$ cat src/rtl/adder_pkg.sv
`default_nettype none
// ============================================================================
// adder_pkg : shared byte width and control-FSM state encoding
// Rev 1.0
// ============================================================================
package adder_pkg;

    localparam int BYTE_W = 8;

    typedef enum logic [0:0] {
        IDLE = 1'b0,
        BUSY = 1'b1
    } state_t;

endpackage
`default_nettype wire

$ cat src/rtl/byte_serial_adder_ctrl_if.sv
`default_nettype none
// ============================================================================
// byte_serial_adder_ctrl_if : operand-in / sum-out streams plus error status
// Rev 1.0
// ============================================================================
interface byte_serial_adder_ctrl_if;
    import adder_pkg::*;

    logic              in_valid;
    logic              in_ready;
    logic [BYTE_W-1:0] in_a;
    logic [BYTE_W-1:0] in_b;
    logic              in_first;
    logic              in_last;
    logic              in_cin;
    logic              out_valid;
    logic              out_ready;
    logic [BYTE_W-1:0] out_sum;
    logic              out_last;
    logic              out_cout;
    logic              out_ovf;
    logic              err;
    logic              err_clr;

    modport slave (
        input  in_valid, in_a, in_b, in_first, in_last, in_cin,
        input  out_ready, err_clr,
        output in_ready, out_valid, out_sum, out_last, out_cout, out_ovf, err
    );

    modport master (
        output in_valid, in_a, in_b, in_first, in_last, in_cin,
        output out_ready, err_clr,
        input  in_ready, out_valid, out_sum, out_last, out_cout, out_ovf, err
    );

endinterface
`default_nettype wire

$ cat src/rtl/conditional_sum_adder.sv
`default_nettype none
// ============================================================================
// conditional_sum_adder : combinational byte adder, upper half pre-computed
// for both carry values and selected by the lower-half carry.  Rev 1.0
// ============================================================================
module conditional_sum_adder
    import adder_pkg::*;
(
    input  wire logic [BYTE_W-1:0] a,
    input  wire logic [BYTE_W-1:0] b,
    input  wire logic              cin,
    output logic      [BYTE_W-1:0] sum,
    output logic                   cout
);

    localparam int HALF_W = BYTE_W / 2;

    logic [HALF_W:0] w_lo;
    logic [HALF_W:0] w_hi0;
    logic [HALF_W:0] w_hi1;
    logic [HALF_W:0] w_hi;

    assign w_lo  = {1'b0, a[HALF_W-1:0]} + {1'b0, b[HALF_W-1:0]} + {{HALF_W{1'b0}}, cin};
    assign w_hi0 = {1'b0, a[BYTE_W-1:HALF_W]} + {1'b0, b[BYTE_W-1:HALF_W]};
    assign w_hi1 = w_hi0 + {{HALF_W{1'b0}}, 1'b1};
    assign w_hi  = w_lo[HALF_W] ? w_hi1 : w_hi0;

    assign sum  = {w_hi[HALF_W-1:0], w_lo[HALF_W-1:0]};
    assign cout = w_hi[HALF_W];

endmodule
`default_nettype wire

$ cat src/rtl/byte_serial_adder_ctrl.sv
`default_nettype none
// ============================================================================
// byte_serial_adder_ctrl : chains the byte adder across LS-first beats and
// registers each sum byte onto a valid/ready output stream.  Rev 1.0
// ============================================================================
module byte_serial_adder_ctrl
    import adder_pkg::*;
#(
    parameter int MAX_BEATS = 16
) (
    input  wire logic                clk,
    input  wire logic                rst_n,
    byte_serial_adder_ctrl_if.slave  bus
);

    localparam int                CNT_W   = $clog2(MAX_BEATS) + 1;
    localparam logic [CNT_W-1:0]  MAX_CNT = CNT_W'(MAX_BEATS);

    state_t              r_state;
    state_t              w_state_nxt;
    logic                r_carry;
    logic [CNT_W-1:0]    r_cnt;
    logic                r_out_valid;
    logic [BYTE_W-1:0]   r_out_sum;
    logic                r_out_last;
    logic                r_out_cout;
    logic                r_out_ovf;
    logic                r_err;

    logic                w_in_ready;
    logic                w_accept;
    logic                w_first_eff;
    logic                w_proto_err;
    logic                w_len_err;
    logic                w_last_eff;
    logic                w_cin;
    logic [CNT_W-1:0]    w_cnt_nxt;
    logic [BYTE_W-1:0]   w_sum;
    logic                w_cout;
    logic                w_ovf;

    assign w_in_ready = !r_out_valid || bus.out_ready;
    assign w_accept   = bus.in_valid && w_in_ready;

    conditional_sum_adder u_adder (bus.in_a, bus.in_b, w_cin, w_sum, w_cout);

    assign w_ovf = (bus.in_a[BYTE_W-1] == bus.in_b[BYTE_W-1]) &&
                   (w_sum[BYTE_W-1] != bus.in_a[BYTE_W-1]);

    always_ff @(posedge clk or negedge rst_n) begin
        if (!rst_n) begin
            r_state <= IDLE;
        end else begin
            r_state <= w_state_nxt;
        end
    end

    // A beat arriving with no packet open is always handled as a first beat.
    always_comb begin
        w_state_nxt = r_state;
        w_first_eff = 1'b0;
        w_proto_err = 1'b0;
        w_len_err   = 1'b0;
        w_last_eff  = 1'b0;
        w_cin       = r_carry;
        w_cnt_nxt   = r_cnt;
        if (w_accept) begin
            case (r_state)
                IDLE: begin
                    w_first_eff = 1'b1;
                    w_proto_err = !bus.in_first;
                end
                BUSY: begin
                    w_first_eff = bus.in_first;
                    w_proto_err = bus.in_first;
                end
                default: begin
                    w_first_eff = 1'b1;
                end
            endcase
            w_cin       = w_first_eff ? bus.in_cin : r_carry;
            w_cnt_nxt   = w_first_eff ? CNT_W'(1) : r_cnt + CNT_W'(1);
            // A non-last beat filling the packet is closed here, since the next would overrun.
            w_len_err   = !bus.in_last && (w_cnt_nxt >= MAX_CNT);
            w_last_eff  = bus.in_last || w_len_err;
            w_state_nxt = w_last_eff ? IDLE : BUSY;
        end
    end

    always_ff @(posedge clk or negedge rst_n) begin
        if (!rst_n) begin
            r_carry     <= 1'b0;
            r_cnt       <= '0;
            r_out_valid <= 1'b0;
            r_out_sum   <= '0;
            r_out_last  <= 1'b0;
            r_out_cout  <= 1'b0;
            r_out_ovf   <= 1'b0;
            r_err       <= 1'b0;
        end else begin
            if (w_accept) begin
                r_carry     <= w_cout;
                r_cnt       <= w_cnt_nxt;
                r_out_valid <= 1'b1;
                r_out_sum   <= w_sum;
                r_out_last  <= w_last_eff;
                r_out_cout  <= w_last_eff && w_cout;
                r_out_ovf   <= w_last_eff && w_ovf;
            end else if (bus.out_ready) begin
                r_out_valid <= 1'b0;
            end

            if (w_proto_err || w_len_err) begin
                r_err <= 1'b1;
            end else if (bus.err_clr) begin
                r_err <= 1'b0;
            end
        end
    end

    assign bus.in_ready  = w_in_ready;
    assign bus.out_valid = r_out_valid;
    assign bus.out_sum   = r_out_sum;
    assign bus.out_last  = r_out_last;
    assign bus.out_cout  = r_out_cout;
    assign bus.out_ovf   = r_out_ovf;
    assign bus.err       = r_err;

endmodule
`default_nettype wire

$ cat src/flat_wrapper.sv
// flat-port wrapper written by rule: the top's interface ports become plain ports
module byte_serial_adder_ctrl_flat import adder_pkg::*;
#(
    parameter int MAX_BEATS = 16
)
  (clk, rst_n, bus_in_valid, bus_in_a, bus_in_b, bus_in_first, bus_in_last, bus_in_cin, bus_out_ready, bus_err_clr, bus_in_ready, bus_out_valid, bus_out_sum, bus_out_last, bus_out_cout, bus_out_ovf, bus_err);
  byte_serial_adder_ctrl_if bus_i ();
  input  wire logic clk;
  input  wire logic rst_n;
  input wire logic [$bits(bus_i.in_valid)-1:0] bus_in_valid;
  input wire logic [$bits(bus_i.in_a)-1:0] bus_in_a;
  input wire logic [$bits(bus_i.in_b)-1:0] bus_in_b;
  input wire logic [$bits(bus_i.in_first)-1:0] bus_in_first;
  input wire logic [$bits(bus_i.in_last)-1:0] bus_in_last;
  input wire logic [$bits(bus_i.in_cin)-1:0] bus_in_cin;
  input wire logic [$bits(bus_i.out_ready)-1:0] bus_out_ready;
  input wire logic [$bits(bus_i.err_clr)-1:0] bus_err_clr;
  output wire logic [$bits(bus_i.in_ready)-1:0] bus_in_ready;
  output wire logic [$bits(bus_i.out_valid)-1:0] bus_out_valid;
  output wire logic [$bits(bus_i.out_sum)-1:0] bus_out_sum;
  output wire logic [$bits(bus_i.out_last)-1:0] bus_out_last;
  output wire logic [$bits(bus_i.out_cout)-1:0] bus_out_cout;
  output wire logic [$bits(bus_i.out_ovf)-1:0] bus_out_ovf;
  output wire logic [$bits(bus_i.err)-1:0] bus_err;
  assign bus_i.in_valid = bus_in_valid;
  assign bus_i.in_a = bus_in_a;
  assign bus_i.in_b = bus_in_b;
  assign bus_i.in_first = bus_in_first;
  assign bus_i.in_last = bus_in_last;
  assign bus_i.in_cin = bus_in_cin;
  assign bus_i.out_ready = bus_out_ready;
  assign bus_i.err_clr = bus_err_clr;
  assign bus_in_ready = bus_i.in_ready;
  assign bus_out_valid = bus_i.out_valid;
  assign bus_out_sum = bus_i.out_sum;
  assign bus_out_last = bus_i.out_last;
  assign bus_out_cout = bus_i.out_cout;
  assign bus_out_ovf = bus_i.out_ovf;
  assign bus_err = bus_i.err;
  byte_serial_adder_ctrl #(.MAX_BEATS(MAX_BEATS)) u_core (.clk(clk), .rst_n(rst_n), .bus(bus_i));
endmodule
$ cat config.mk
export PLATFORM = sky130hd
export DESIGN_NAME = byte_serial_adder_ctrl_flat
export DESIGN_NICKNAME = d
export VERILOG_FILES = /design/src/rtl/adder_pkg.sv /design/src/rtl/byte_serial_adder_ctrl_if.sv /design/src/rtl/conditional_sum_adder.sv /design/src/rtl/byte_serial_adder_ctrl.sv /design/src/flat_wrapper.sv
export SDC_FILE = /design/constraint.sdc
export NUM_CORES = 1
export LEC_CHECK = 0
export ABC_AREA = 1
export CAP_MARGIN = 20
export CORE_MARGIN = 8
export CORE_UTILIZATION = 47
export CTS_CLUSTER_SIZE = 14
export DETAILED_ROUTE_END_ITERATION = 7
export PLACE_DENSITY_LB_ADDON = 0.25
export SLEW_MARGIN = 15
export SYNTH_ARGS = -nofsm -noshare
export SYNTH_HDL_FRONTEND = slang
export SYNTH_SLANG_ARGS = --single-unit
$ cat constraint.sdc
create_clock -name clk -period 3.1 [get_ports clk]
set_clock_uncertainty 0.1 [all_clocks]
set_input_delay 0.93 -clock clk [delete_from_list [all_inputs] [get_ports clk]]
set_output_delay 0.93 -clock clk [all_outputs]
set_load 0.05 [all_outputs]
; ---- Yosys cells after proc, flatten, opt, wreduce, memory -nomap -nowiden
; Index checks and enable logic that the tools add are counted.
[op_classes]
add_sub_neg = 5
order_cmp = 1
n_eq_ne = 2
muxes = 15
n_bitwise = 1
n_reduce_logical = 13
[op_table]
columns = cell, n
row1 = two-way mux 1 bit, 11
row2 = adder 4 x 4 -> 5 bit, 2
row3 = "adder 5 x 1 -> 5 bit, second input constant", 2
row4 = two-way mux 5 bit, 2
row5 = adder 5 x 1 -> 5 bit, 1
row6 = ">= comparator 5 bit, second input constant", 1
row7 = logical AND 1 bit, 5
row8 = case mux 1 bit (2 select lines), 2
row9 = nonzero test 2 bit, 2
row10 = logical NOT 1 bit, 3
row11 = logical OR 1 bit, 3
row12 = == test 1 bit, 1
row13 = inequality test 1 bit, 1
row14 = NOT 1 bit, 1
[totals]
regBits = 20
in_bits = 24

; ---- Depth between registers and ports, before layout
; Gate-level depths: netlist of run 1.
[depth]
depth_word = 11
mapped_depth = 16

; ---- Hierarchy
; A second synthesis of run 1 with hierarchy kept.
[hier_totals]
cells_unflattened = 170
area_unflattened_um2 = 1355.0
[modules_own_cells]
columns = module, instances, cells_per_inst, area_per_inst_um2
row1 = byte_serial_adder_ctrl, 1, 107, 940.9
row2 = conditional_sum_adder, 1, 63, 414.1

; ---- Worst setup path before layout of run 1
; No wires, ideal clock.
[synth_timing]
path_type = input to register
from = input bus_out_ready
to = register u_core.r_out_ovf, in the netlist u_core.bus.out_ovf
setup_ns = 0.118
t_arrival_ns = 2.902
t_required_ns = 2.882
setup_slack_ns = -0.020
stages = 16
cell_sequence = inv_2 > nand2_4 > nand2_4 > nor2_1 > mux2_2 > fa_1 > inv_1 > fa_1 > nand3b_1 > nand2_4 > nand2_2 > nand2_2 > nand2_1 > nand2_1 > nand3_1 > nand2_1
[synth_between]
elab_chain_len = 8
elab_cells_between_ends = 9
classes_between = add/sub: 1 / eq/ne: 1 / mux: 3 / reduce/logical: 4
[synth_lines]
columns = item, line
row1 = start: declaration, flat_wrapper.sv:16  ; input wire logic [$bits(bus_i.out_ready)-1:0] bus_out_ready;
row2 = logical OR 1 bit *, byte_serial_adder_ctrl.sv:42  ; assign w_in_ready = !r_out_valid || bus.out_ready;
row3 = via bus_in_ready, flat_wrapper.sv:18  ; output wire logic [$bits(bus_i.in_ready)-1:0] bus_in_ready;
row4 = logical AND 1 bit *, byte_serial_adder_ctrl.sv:43  ; assign w_accept = bus.in_valid && w_in_ready;
row5 = two-way mux 1 bit, byte_serial_adder_ctrl.sv:67  ; if (w_accept) begin
row6 = adder 5 x 1 -> 5 bit, conditional_sum_adder.sv:23  ; assign w_lo = {1'b0, a[HALF_W-1:0]} + {1'b0, b[HALF_W-1:0]} + {{HALF_W{1'b0}}, cin};
row7 = two-way mux 5 bit, conditional_sum_adder.sv:26  ; assign w_hi = w_lo[HALF_W] ? w_hi1 : w_hi0;
row8 = inequality test 1 bit, byte_serial_adder_ctrl.sv:48  ; (w_sum[BYTE_W-1] != bus.in_a[BYTE_W-1]);
row9 = logical AND 1 bit, byte_serial_adder_ctrl.sv:47  ; assign w_ovf = (bus.in_a[BYTE_W-1] == bus.in_b[BYTE_W-1]) &&
row10 = logical AND 1 bit, byte_serial_adder_ctrl.sv:108  ; r_out_ovf <= w_last_eff && w_ovf;
row11 = end signal: assignment, byte_serial_adder_ctrl.sv:108
row12 = end: declaration, byte_serial_adder_ctrl.sv:27  ; logic r_out_ovf;
; The timed path passes the listed nets; every way through them passes the cells marked *.
; A chain may end at the register's enable or synchronous reset.

; ---- Worst setup path after layout of run 1
[layout_timing]
from = input bus_in_first
to = register u_core.r_out_ovf, in the netlist u_core.bus.out_ovf
[layout_between]
elab_chain_len = 9
elab_cells_between_ends = 14
classes_between = add/sub: 1 / order compare: 1 / eq/ne: 1 / mux: 7 / reduce/logical: 4
[layout_lines]
columns = item, line
row1 = start: declaration, flat_wrapper.sv:13  ; input wire logic [$bits(bus_i.in_first)-1:0] bus_in_first;
row2 = case mux 1 bit (2 select lines) *, byte_serial_adder_ctrl.sv:68  ; case (r_state)
row3 = two-way mux 1 bit *, byte_serial_adder_ctrl.sv:67
row4 = two-way mux 1 bit, byte_serial_adder_ctrl.sv:81  ; w_cin = w_first_eff ? bus.in_cin : r_carry;
row5 = two-way mux 1 bit, byte_serial_adder_ctrl.sv:67
row6 = adder 5 x 1 -> 5 bit, conditional_sum_adder.sv:23
row7 = two-way mux 5 bit, conditional_sum_adder.sv:26
row8 = inequality test 1 bit, byte_serial_adder_ctrl.sv:48
row9 = logical AND 1 bit, byte_serial_adder_ctrl.sv:47
row10 = logical AND 1 bit *, byte_serial_adder_ctrl.sv:108
; Every way passes the cells marked *; elsewhere a longest branch is shown, timed or not. The select of a mux whose other input is x is not followed.

==> results.py, run 1 <==
metrics = {
    "timing": {
        "final-hold-violation-count": 0,
        "holdWs_ps": 402,
        "slew_headroom": 0.652,
        "setup_slack_ps": 226,
        "rsz0062_at_grt": "false",
        "drv_slew": 0,
        "fin_crit_sh": 0.927,
        "max_freq_mhz": 348,
        "tns_ps": 0,
        "finalSetupViolCount": 0,
        "worstMarginPinSlew_ps": 521,
        "period_needed_ps": 2870,
    },
    "power": {
        "ir_drop_mv": 0.536,
        "swShare": 0.384,
        "pwr_density_cell_mw_per_mm2": 524,
        "intPower_w": 0.000608,
        "p_leak_nw": 0.946,
        "p_sw_w": 0.000379,
        "power_frac_seq": 0.338,
        "combPwrFrac": 0.446,
        "clock_power_share": 0.215,
    },
    "worst_hold_path": {
        "hold_end": "u_core.bus.out_ovf",
        "hold_depth": 2,
        "hold_class": "register to register",
        "holdCritStartpoint": "u_core.bus.out_ovf",
    },
    "setup_path": {
        "r2r_slack_ps": 660,
        "crit_type": "primary input to register",
        "r2r_cells": 15,
        "cp.depth": 16,
        "crit_family": "adder cells",
        "crit_path_end_kind": "register",
        "regToRegStartpoint": "u_core.bus.out_valid",
        "cp_cell_sequence": "dlygate4sd2_1, inv_1, ha_2, nor2_4, mux2_4, fa_2, inv_2, fa_2, nand3b_1, nand2_4, nand2_2, nand2_2, nand2_2, nand2_1, nand3_1, nand2_1",
        "crit_fanout": 5,
        "slowest_stage": "fa_2",
        "cp.arrival_ps": 2990,
        "worstPathBufferInverterCount": 3,
        "start_kind": "primary input",
        "critPathLaunch": "bus_in_first",
        "crit_top_cell": "nand2_2",
        "required_ps": 3210,
        "r2r-end": "u_core.bus.out_ovf",
        "cp_slowest_stage_delay_ps": 370,
    },
    "logic_synthesis": {
        "synth_area_per_cell_um2": 8.13,
        "yosysTopAreaCellShare": 0.373,
        "synth_edf_count": 0,
        "ys_ff_latch": 20,
        "syn-num-nets": 202,
        "ys.flop_type": "dfrtp_1",
        "yosysWarnings": 0,
        "synthTopCellsByArea": "dfrtp_1 37%, nand2_1 12%, ha_1 9.3%",
        "synth.area.mux_share": 0.00840,
        "ys_async_sr_fraction": 1.00,
        "synth_xor_area_frac": 0.0196,
        "synth_top_cell_by_area": "dfrtp_1",
        "ys_seq_area_frac": 0.373,
        "ys_types": 29,
        "yosys.area_share.simple": 0.299,
        "synthAdderAreaFrac": 0.138,
        "synth-compound-area-share": 0.0849,
        "netlist_top_cells_count": "42 x nand2_1, 20 x dfrtp_1, 19 x inv_1",
        "netlist_area_mm2": 0.00134,
        "synth_top_family_by_area": "simple AND/OR/NAND/NOR gates",
        "netlist_instances": 165,
        "yosysMostFrequentCell": "nand2_1",
    },
    "grt": {
        "grt_pass1_vias": 1296,
        "grt_use_total": 0.139,
        "grt_first_pass_wirelength_um": 5730,
        "grt_overflow": 0,
        "antenna_found_initial": 0,
        "grt_max_degree": 24,
    },
    "routing": {
        "ant_nets": 0,
        "drt-pass1-iter-count": 4,
        "wl_um": 3250,
        "drc_errors": 0,
        "drtIter0Drc": 60,
        "via_per_inst": 5.19,
        "vias": 1255,
        "avgRoutedWirePerCell_um": 13.4,
    },
    "floorplanning": {
        "die_w_um": 69.4,
        "coreArea_mm2": 0.00273,
        "die-area_mm2": 0.00482,
        "row_count": 19,
        "fp.dieH_um": 69.4,
        "start_util": 0.491,
        "ios": 38,
    },
    "run_status": {
        "outcome": "complete, no violations",
    },
    "clock_tree": {
        "clk_pin_slew_ps": 120,
        "cts.sinks": 20,
        "numCtsBuffers": 3,
        "insertion_delay_ps": 310,
        "cts_max_level": 1,
        "tritoncts": "built",
        "cts_max_path_buffers": 2,
        "cts_root_buf": "clkbuf_4",
    },
    "cells_and_area": {
        "syn2layout_area_growth_pct": 40.6,
        "multiInputGateArea_um2": 768,
        "fin_util": 0.690,
        "antenna_cells": 0,
        "fill_cells": 216,
        "fin_nets": 249,
        "ff_latch_area_um2": 500,
        "drive_above_1_share": 0.175,
    },
    "placed_design": {
        "port_buffers": 37,
        "dpl.hpwl_um": 2550,
        "pre_cts_slack_ps": -553,
        "gp_congestion": 0.801,
    },
    "job": {
        "maxCapViolations": 0,
    },
}
## logic make-up after synthesis
kind of cell,count (synthesis)
simple gates,83
buf+inv,26
fa+ha+maj,13
compound gates,19
flops,20
xor+xnor,3
mux,1
## area by class of cell
cell class / instances / area share
Clock buffer: 3 / 0.0119
Tap cell: 31 / 0.0206
Multi-Input combinational cell: 119 / 0.407
Clock inverter: 1 / 0.0159
Inverter: 24 / 0.0491
Timing Repair Buffer: 44 / 0.230
Sequential cell: 20 / 0.265
## worst max path at each step
stage | end | slack (ps)
detailed placement | u_core.bus.out_ovf | -550
floorplan | u_core.bus.out_ovf | 20
finish | u_core.bus.out_ovf | 230
global placement | u_core.bus.out_ovf | -480
global route | u_core.bus.out_ovf | 130
CTS | u_core.bus.out_ovf | 70
## through the flow
stage / total power (W) / std cells / cell area (um2)
6_report: 0.000988 / 242 / 1890
5_1_grt: 0.00105 / 242 / 1890
4_1_cts: 0.000997 / 242 / 1880
3_5_place_dp: 0.000771 / 237 / 1800
3_3_place_gp: 0.000757 / 237 / 1800
2_1_floorplan: 0.000610 / 165 / 1350
## flip-flops by register name (all words and copies together) (netlist names)
signal                flops
u_core.bus.out_cout       1
u_core.bus.out_sum        8
u_core.bus.err            1
u_core.r_state            1
u_core.bus.out_last       1
u_core.r_carry            1
u_core.bus.out_valid      1
u_core.r_cnt              5
u_core.bus.out_ovf        1
## what timing repair did
action	4_1_cts	5_1_grt
setup buffers	1	0
pin swaps	5	1
gates resized for setup	10	1
setup endpoints to repair	8	3
hold buffers	0	0
## routing by layer
layer | global-route usage | share of wire | vias up
met5 | 0 | 0 | -
met1 | 0.147 | 0.40 | 592
met2 | 0.250 | 0.52 | 37
met4 | 0.0342 | 0.0095 | 0
li1 | - | - | 622
met3 | 0.0558 | 0.068 | 4
## power groups by stage
stage	clock network, W	logic (W)	registers (W)
floorplan	0	0.000152	0.000458
global placement	0	0.000421	0.000337
detailed placement	0	0.000432	0.000339
CTS	0.000218	0.000444	0.000334
global route	0.000231	0.000477	0.000340
finish	0.000213	0.000441	0.000334
## tightest hold or removal path, cell delays in order (launching register included)
cell	delay [ps]
dfrtp_1	360
nand2_1	60
nand2_1	60
## placed cells by master (no fill, tap or decap), drive strengths merged
cell,Yosys,layout
nor2,16,16
clkbuf,0,3
nand3b,2,2
buf,2,8
dfrtp,20,20
fa,3,3
o21ai,10,10
a22o,1,1
clkdlybuf4s50,0,33
o21bai,1,1
o221ai,1,1
ha,10,10
nand3,16,16
nand2,49,49
inv,24,24
o41ai,1,1
dlymetal6s2s,0,1
dlygate4sd2,0,2
mux2,1,1
xor2,1,1
a31oi,1,1
a21oi,4,4
xnor2,2,2
bufinv,0,1
No activity file was read; power rests on OpenSTA's default activity.
==> run 2: changes to the inputs <==
CTS_CLUSTER_DIAMETER = 120   (was default)
==> results of run 2 <==
The final DEF is identical to that of run 1; final timing and power are the same.
